`src/rtl/twiddle_mul_stage4.sv`:
```
// Pipelined complex twiddle multiplier for one MDC stage of the 32-point FFT.
// A sample counter produces the 2-bit W32 quadrant index, the sample is
// multiplied by the Q1.7 twiddle, then rounded and saturated back to DATA_W.
//
// Handshake: streaming with no backpressure. din_valid qualifies din_r/din_i
// in the cycle it is high; dout_valid qualifies dout_r/dout_i/tw_idx_out
// exactly 3 cycles later. There is no ready signal; every valid input is
// accepted and every valid output must be consumed in its cycle.
module twiddle_mul_stage4 #(
  parameter int DATA_W = 16,
  parameter int HOLD   = 4
) (
  input  logic                     clk,
  input  logic                     rst_n,
  input  logic                     din_valid,
  input  logic                     frame_start,
  input  logic signed [DATA_W-1:0] din_r,
  input  logic signed [DATA_W-1:0] din_i,
  output logic                     dout_valid,
  output logic signed [DATA_W-1:0] dout_r,
  output logic signed [DATA_W-1:0] dout_i,
  output logic [1:0]               tw_idx_out
);

  localparam int FRAME = 4 * HOLD;
  localparam int CNT_W = $clog2(FRAME);
  localparam int PW    = DATA_W + 9;   // full-precision product width
  localparam int SW    = DATA_W + 10;  // sum/difference width
  localparam logic [CNT_W-1:0] CNT_LAST = CNT_W'(FRAME - 1);

  // Sample counter and twiddle selection
  logic [CNT_W-1:0] cnt_q, cnt_d, cnt_cur;
  logic [1:0]       idx;
  logic signed [8:0] wr, wi;

  // Stage 1 registers
  logic                     v1_q;
  logic signed [DATA_W-1:0] a1_q, b1_q;
  logic signed [8:0]        wr1_q, wi1_q;
  logic [1:0]               idx1_q;

  // Stage 2 registers
  logic                 v2_q;
  logic signed [PW-1:0] p_ar_q, p_bi_q, p_ai_q, p_br_q;
  logic [1:0]           idx2_q;

  // Stage 3 combinational path
  logic signed [SW-1:0]     re_s, im_s, re_sh, im_sh;
  logic signed [DATA_W-1:0] re_sat, im_sat;

  // Output registers
  logic                     dout_valid_q;
  logic signed [DATA_W-1:0] dout_r_q, dout_i_q;
  logic [1:0]               tw_idx_q;

  // Clamp a shifted sum into the signed DATA_W range.
  function automatic logic signed [DATA_W-1:0] sat_fn(input logic signed [SW-1:0] v);
    logic [SW-DATA_W:0] top;
    top = v[SW-1:DATA_W-1];
    if ((&top) || !(|top)) begin
      sat_fn = v[DATA_W-1:0];
    end else if (v[SW-1]) begin
      sat_fn = {1'b1, {(DATA_W-1){1'b0}}};
    end else begin
      sat_fn = {1'b0, {(DATA_W-1){1'b1}}};
    end
  endfunction

  // Count the sample position; frame_start forces the current sample to slot 0.
  always_comb begin
    cnt_cur = (din_valid && frame_start) ? '0 : cnt_q;
    idx     = cnt_cur[CNT_W-1 -: 2];
    cnt_d   = cnt_q;
    if (din_valid) begin
      cnt_d = (cnt_cur == CNT_LAST) ? '0 : cnt_cur + CNT_W'(1);
    end
  end

  // Quadrant ROM: W = exp(-j*2*pi*k/8) in Q1.7.
  always_comb begin
    wr = 9'sd128;
    wi = 9'sd0;
    case (idx)
      2'd0: begin wr = 9'sd128;  wi = 9'sd0;    end
      2'd1: begin wr = 9'sd90;   wi = -9'sd90;  end
      2'd2: begin wr = 9'sd0;    wi = -9'sd128; end
      2'd3: begin wr = -9'sd90;  wi = -9'sd90;  end
      default: begin wr = 9'sd128; wi = 9'sd0; end
    endcase
  end

  // Counter state.
  always_ff @(posedge clk or negedge rst_n) begin
    if (!rst_n) cnt_q <= '0;
    else        cnt_q <= cnt_d;
  end

  // S1: capture the sample together with its twiddle and index.
  always_ff @(posedge clk or negedge rst_n) begin
    if (!rst_n) begin
      v1_q   <= 1'b0;
      a1_q   <= '0;
      b1_q   <= '0;
      wr1_q  <= '0;
      wi1_q  <= '0;
      idx1_q <= '0;
    end else begin
      v1_q   <= din_valid;
      a1_q   <= din_r;
      b1_q   <= din_i;
      wr1_q  <= wr;
      wi1_q  <= wi;
      idx1_q <= idx;
    end
  end

  // S2: four full-precision partial products.
  always_ff @(posedge clk or negedge rst_n) begin
    if (!rst_n) begin
      v2_q   <= 1'b0;
      p_ar_q <= '0;
      p_bi_q <= '0;
      p_ai_q <= '0;
      p_br_q <= '0;
      idx2_q <= '0;
    end else begin
      v2_q   <= v1_q;
      p_ar_q <= PW'(a1_q) * PW'(wr1_q);
      p_bi_q <= PW'(b1_q) * PW'(wi1_q);
      p_ai_q <= PW'(a1_q) * PW'(wi1_q);
      p_br_q <= PW'(b1_q) * PW'(wr1_q);
      idx2_q <= idx1_q;
    end
  end

  // S3 datapath: combine, round half up at bit 6, drop 7 fraction bits, saturate.
  always_comb begin
    re_s   = SW'(p_ar_q) - SW'(p_bi_q);
    im_s   = SW'(p_ai_q) + SW'(p_br_q);
    re_sh  = (re_s + SW'(64)) >>> 7;
    im_sh  = (im_s + SW'(64)) >>> 7;
    re_sat = sat_fn(re_sh);
    im_sat = sat_fn(im_sh);
  end

  // S3: register the final result and its aligned index.
  always_ff @(posedge clk or negedge rst_n) begin
    if (!rst_n) begin
      dout_valid_q <= 1'b0;
      dout_r_q     <= '0;
      dout_i_q     <= '0;
      tw_idx_q     <= '0;
    end else begin
      dout_valid_q <= v2_q;
      dout_r_q     <= re_sat;
      dout_i_q     <= im_sat;
      tw_idx_q     <= idx2_q;
    end
  end

  assign dout_valid = dout_valid_q;
  assign dout_r     = dout_r_q;
  assign dout_i     = dout_i_q;
  assign tw_idx_out = tw_idx_q;

endmodule

```
`config.mk`:
```
export PLATFORM = sky130hd
export DESIGN_NAME = twiddle_mul_stage4
export DESIGN_NICKNAME = d
export VERILOG_FILES = /design/src/rtl/twiddle_mul_stage4.sv
export SDC_FILE = /design/constraint.sdc
export NUM_CORES = 1
export LEC_CHECK = 0
export BUFFER_PORTS_ARGS = -buffer_cell sky130_fd_sc_hd__buf_2
export CORE_MARGIN = 3
export CORE_UTILIZATION = 60
export DETAILED_ROUTE_END_ITERATION = 16
export MAX_ROUTING_LAYER = met4
export PLACE_DENSITY = 0.87
export SLEW_MARGIN = 20
export SYNTH_ARGS = -nofsm -noshare
export SYNTH_HDL_FRONTEND = slang
export SYNTH_SLANG_ARGS = --single-unit
```
`constraint.sdc`:
```
create_clock -name clk -period 7.85 [get_ports clk]
set_input_delay 1.9625 -clock clk [delete_from_list [all_inputs] [get_ports clk]]
set_output_delay 1.9625 -clock clk [all_outputs]
set_load 0.05 [all_outputs]
```
# [Yosys cells after proc, flatten, opt, wreduce, memory -nomap -nowiden]
# Index checks and enable logic that the tools add are counted.
[word_totals] reg_bits=195 elab_cells=49 input_bits=36
[op_classes] n_eq_ne=4 n_mux=8 addsub=5 reduce_logical=11 multipliers=4
[ops] cell="$mul A16 B9 Y25" n=4
[ops] cell="$mux W16" n=4
[ops] cell="$add A26 B8 Y26 const B" n=2
[ops] cell="$pmux W9 S4" n=1
[ops] cell="$pmux W9 S3" n=1
[ops] cell="$add A25 B25 Y26" n=1
[ops] cell="$sub A25 B25 Y26" n=1
[ops] cell="$mux W4" n=2
[ops] cell="$reduce_and A4 Y1" n=2
[ops] cell="$reduce_or A4 Y1" n=2
[ops] cell="$add A4 B1 Y4 const B" n=1
[ops] cell="$eq A2 B2 Y1 const B" n=2
[ops] cell="$eq A4 B4 Y1 const B" n=1
[ops] cell="$eq A2 B1 Y1 const B" n=1
[ops] cell="$logic_not A1 Y1" n=2
[ops] cell="$logic_not A2 Y1" n=1
[ops] cell="$logic_or A1 B1 Y1" n=2
[ops] cell="$reduce_or A2 Y1" n=1
[ops] cell="$logic_and A1 B1 Y1" n=1

# [Logic depth before layout (Yosys ltp)]
[depth] word_depth=6 ltp_mapped=22

# [Least setup slack after synthesis]
# No wires, ideal clock.
[synth_path] path_kind="register to register" from="register wr1_q[5]" to="register p_ar_q[17]" setup_ps=132 required_ps=7718 path_stages_with_launch=20 path_slack_ps=2465 t_arrival_ps=5253 path_cell_list="dfrtp_1 -> clkbuf_1 -> clkbuf_1 -> and2_1 -> fa_1 -> inv_1 -> fa_1 -> inv_1 -> fa_1 -> fa_1 -> fa_1 -> ha_1 -> a21oi_1 -> o21bai_1 -> a21oi_1 -> o21ai_0 -> a21o_1 -> a2111oi_0 -> nor3_1 -> xor2_1"
[synth_via] elab_chain_cells=1
[synth_rtl] element="from (decl)" line_no="39" source="logic signed [8:0] wr1_q, wi1_q;"
[synth_rtl] element="from (signal assigned)" line_no="111" source="wr1_q <= wr;"
[synth_rtl] element="$mul A16 B9 Y25" line_no="128" source="p_ar_q <= PW'(a1_q) * PW'(wr1_q);"
[synth_rtl] element="to (signal assigned)" line_no="128"
[synth_rtl] element="to (decl)" line_no="44" source="logic signed [PW-1:0] p_ar_q, p_bi_q, p_ai_q, p_br_q;"
# Every way passes these cells.
# A chain may end at the register's enable or synchronous reset.

# [Final worst setup path]
[layout_path] from="register wr1_q[5]" to="register p_br_q[23]"
[layout_via] elab_chain_cells=1
[layout_rtl] element="$mul A16 B9 Y25" line_no="131" source="p_br_q <= PW'(b1_q) * PW'(wr1_q);"
[layout_rtl] element="to (signal assigned)" line_no="131"
[layout_rtl] element="to (decl)" line_no="44"
# Every way passes these cells.

==> results by group <==
Floorplanning
  • Die area: 40000 um2
  • Row count: 70
  • Die Y: 200 um
  • Width of the chip: 200 um
  • Initial core utilization: 0.612
  • Core footprint: 36900 um2
  • # IOs: 71

STA
  • Clock Skew: 0.0151 ns
  • Setup Total Neg Slack: 0 ns
  • Period utilization: 0.806
  • Worst slew pin tran: 0.990 ns
  • Final Hold Vio Count: 0
  • RSZ-0062 raised after global routing: false
  • Hold Slack: 0.362 ns
  • Slew Limit Fails: 0
  • Final setup vio count: 0
  • Tmin final: 6.33 ns
  • Fmax: 0.158 GHz
  • Max-slew headroom: 0.340

Clocking
  • CTS-repair resized insts: 0
  • Worst-path clk slew: 0.08 ns
  • Cts hold-fix bufs: 0
  • Cts bufs inserted: 17
  • Max H-tree Level: 4
  • Root buffer cell: clkbuf_16
  • Clock sinks: 175
  • Post-CTS Repair Setup Buffers: 0
  • Skew-Pair Late Insertion Delay: 0.46 ns
  • CTS tree: yes
  • Clock Path Buffers: 2

Detailed routing
  • Final antenna-violating net count: 0
  • Routed wire length: 46.8 mm
  • DRT iter0 DRCs: 947
  • DRC: 0
  • Wirelength per Cell: 16.8 um
  • Vias per cell: 5.53
  • Vias after detailed routing: 15459
  • Drt pass-1 iters: 6

Finish
  • Commonest non-fill, non-tap cell in the layout: inv_1
  • NumNets Final: 3014
  • Area growth, synth to finish: 6.80%
  • Commonest cells after routing, fill and taps aside: inv_1, ha_1, fa_1, dfrtp_1, and2_1
  • Antenna diodes: 0
  • Layout cells sized above 1: 0.0655

GRT
  • Initial antenna violation count: 0
  • First-pass GRT wire length: 81.5 mm
  • Vias in the first global route: 16974
  • Gr usage total: 0.264
  • Remaining global-route overflow: 0
  • Largest net degree at the start of global routing: 100

Critical path
  • Largest stage delay, worst path: 0.82 ns
  • Crit end category: register
  • FF-to-FF path depth: 18
  • CP top delay family: adder cells
  • R2R Setup Slk: 1.52 ns
  • Worst r2r dst: p_br_q[23]$_DFF_PN0_
  • CP arrival: 6.66 ns
  • WS Path Type: reg2reg
  • Critical path's slowest cell: dfrtp_1
  • Maximum net fanout on the critical path: 19
  • Cell Chain, Critical Path: clkinv_1 -> buf_4 -> nor2_1 -> ha_1 -> xnor2_1 -> fa_1 -> fa_1 -> fa_1 -> ha_1 -> ha_1 -> inv_1 -> o21bai_1 -> a21oi_1 -> o21ai_0 -> a41oi_1 -> a21oi_1 -> mux2i_1 -> nand3_1
  • Worst r2r src: wr1_q[5]$_DFF_PN0_
  • WP data required: 8.18 ns
  • Startpoint types: register
  • Buf+Inv Stages, Crit Path: 3

Outcome
  • Status: completed

Logic synthesis
  • Post-Syn Nets: 2947
  • Post-synth EDFFs: 0
  • Top FF cell, synth: dfrtp_1
  • Post-Syn Area: 22600 um2
  • Syn avg cell area: 10.2 um2
  • Yosys reg bits: 175
  • Synth cell types: 65
  • Post-synth ARST share: 1.00
  • Syn Inst Count: 2210
  • Seq/Total Area, Yosys: 0.194
  • Yosys synthesis warning count: 0

Power and ir drop
  • Pwr dens: 422 nW/um2
  • VDD IR max: 0.288 mV
  • Leakage: 13.4 nW
  • Final Total Pwr: 10.2 mW

Placement
  • GP Congestion: 0.890
  • Port Buffers: 70
  • Post-DP HPWL: 38.0 mm

Min path
  • Hold crit path type: reg2reg
  • WHS Path Cells: 0
  • Start point of the worst hold path: idx1_q[1]$_DFF_PN0_
  • Hold EP: idx2_q[1]$_DFF_PN0_

Run
  • Max-cap violations: 0
==> cell type report <==
| class | instances | area, um2 |
|---|---|---|
| Fill cell | 2728 | 12800 |
| Inverter | 453 | 1700 |
| Timing Repair Buffer | 80 | 435 |
| Multi-Input combinational cell | 1550 | 16400 |
| Clock inverter | 14 | 165 |
| Sequential cell | 175 | 4380 |
| Tap cell | 504 | 631 |
| Clock buffer | 18 | 429 |
==> report_power, final <==
group / internal (mW) / switching (mW) / leakage (nW) / total (mW)
clock: 0.430 / 0.450 / 0.290 / 0.880
sequential: 1.32 / 0.180 / 2.12 / 1.50
combinational: 3.28 / 4.50 / 11.0 / 7.78
==> logic make-up (layout without fill, tap and decap cells) <==
kind of cell,Yosys count,count (layout),share of synthesized area
muxes,5,5,0.00244
adders and majority gates,701,701,0.481
buffers and inverters,485,565,0.0816
xor gates and xnor gates,144,144,0.0559
and+or+nand+nor,428,428,0.101
DFF,175,175,0.194
AOI/OAI and AO/OA,272,272,0.0834
==> synthesized netlist by cell type, drive strengths merged, types with 43 or more instances <==
master,number,area (um2)
and2,133,832
o21ai,43,219
nor2b,43,269
xnor2,104,911
dfrtp,175,4380
ha,423,5290
nand2,80,300
a21oi,88,444
nor2,69,259
fa,278,5570
inv,452,1700
==> registers in the layout, indices dropped and copies added (netlist names), 2 cells and up <==
register,flops
idx2_q,2
p_bi_q,23
wr1_q,3
a1_q,16
p_ar_q,23
b1_q,16
p_ai_q,24
dout_i,16
tw_idx_out,2
dout_r,16
wi1_q,2
p_br_q,24
cnt_q,4
==> layer usage <==
layer  track usage  up-vias  part of all wire
li1              -     7237                 -
met1         0.330     7678              0.41
met2         0.437      431              0.50
met3        0.0374      113             0.048
met4         0.107        0             0.042
met5             -        -                 0
==> how the worst max path moves through the flow <==
stage / start / end / slack, ns / cells after the start
after floorplan: wr1_q[5]$_DFF_PN0_ / p_ar_q[17]$_DFF_PN0_ / 2.47 / 19
after global placement: wr1_q[6]$_DFF_PN0_ / p_ar_q[24]$_DFF_PN0_ / 1.92 / 19
after detailed placement: wr1_q[6]$_DFF_PN0_ / p_ar_q[17]$_DFF_PN0_ / 1.63 / 18
after CTS: wr1_q[6]$_DFF_PN0_ / p_ar_q[17]$_DFF_PN0_ / 1.60 / 18
after global routing: wr1_q[5]$_DFF_PN0_ / p_br_q[23]$_DFF_PN0_ / 1.18 / 18
final: wr1_q[5]$_DFF_PN0_ / p_br_q[23]$_DFF_PN0_ / 1.52 / 18
==> through the flow <==
step / cell area [um2] / setup WS [ns] / utilization / instances
2_1_floorplan: 22600 / 2.47 / - / 2210
3_3_place_gp: 23500 / 1.92 / 0.637 / 2761
3_5_place_dp: 23500 / 1.63 / 0.637 / 2761
4_1_cts: 24100 / 1.60 / 0.653 / 2793
5_1_grt: 24100 / 1.18 / 0.653 / 2794
6_report: 24100 / 1.52 / 0.653 / 2794
(Power assumes the default switching activity.)
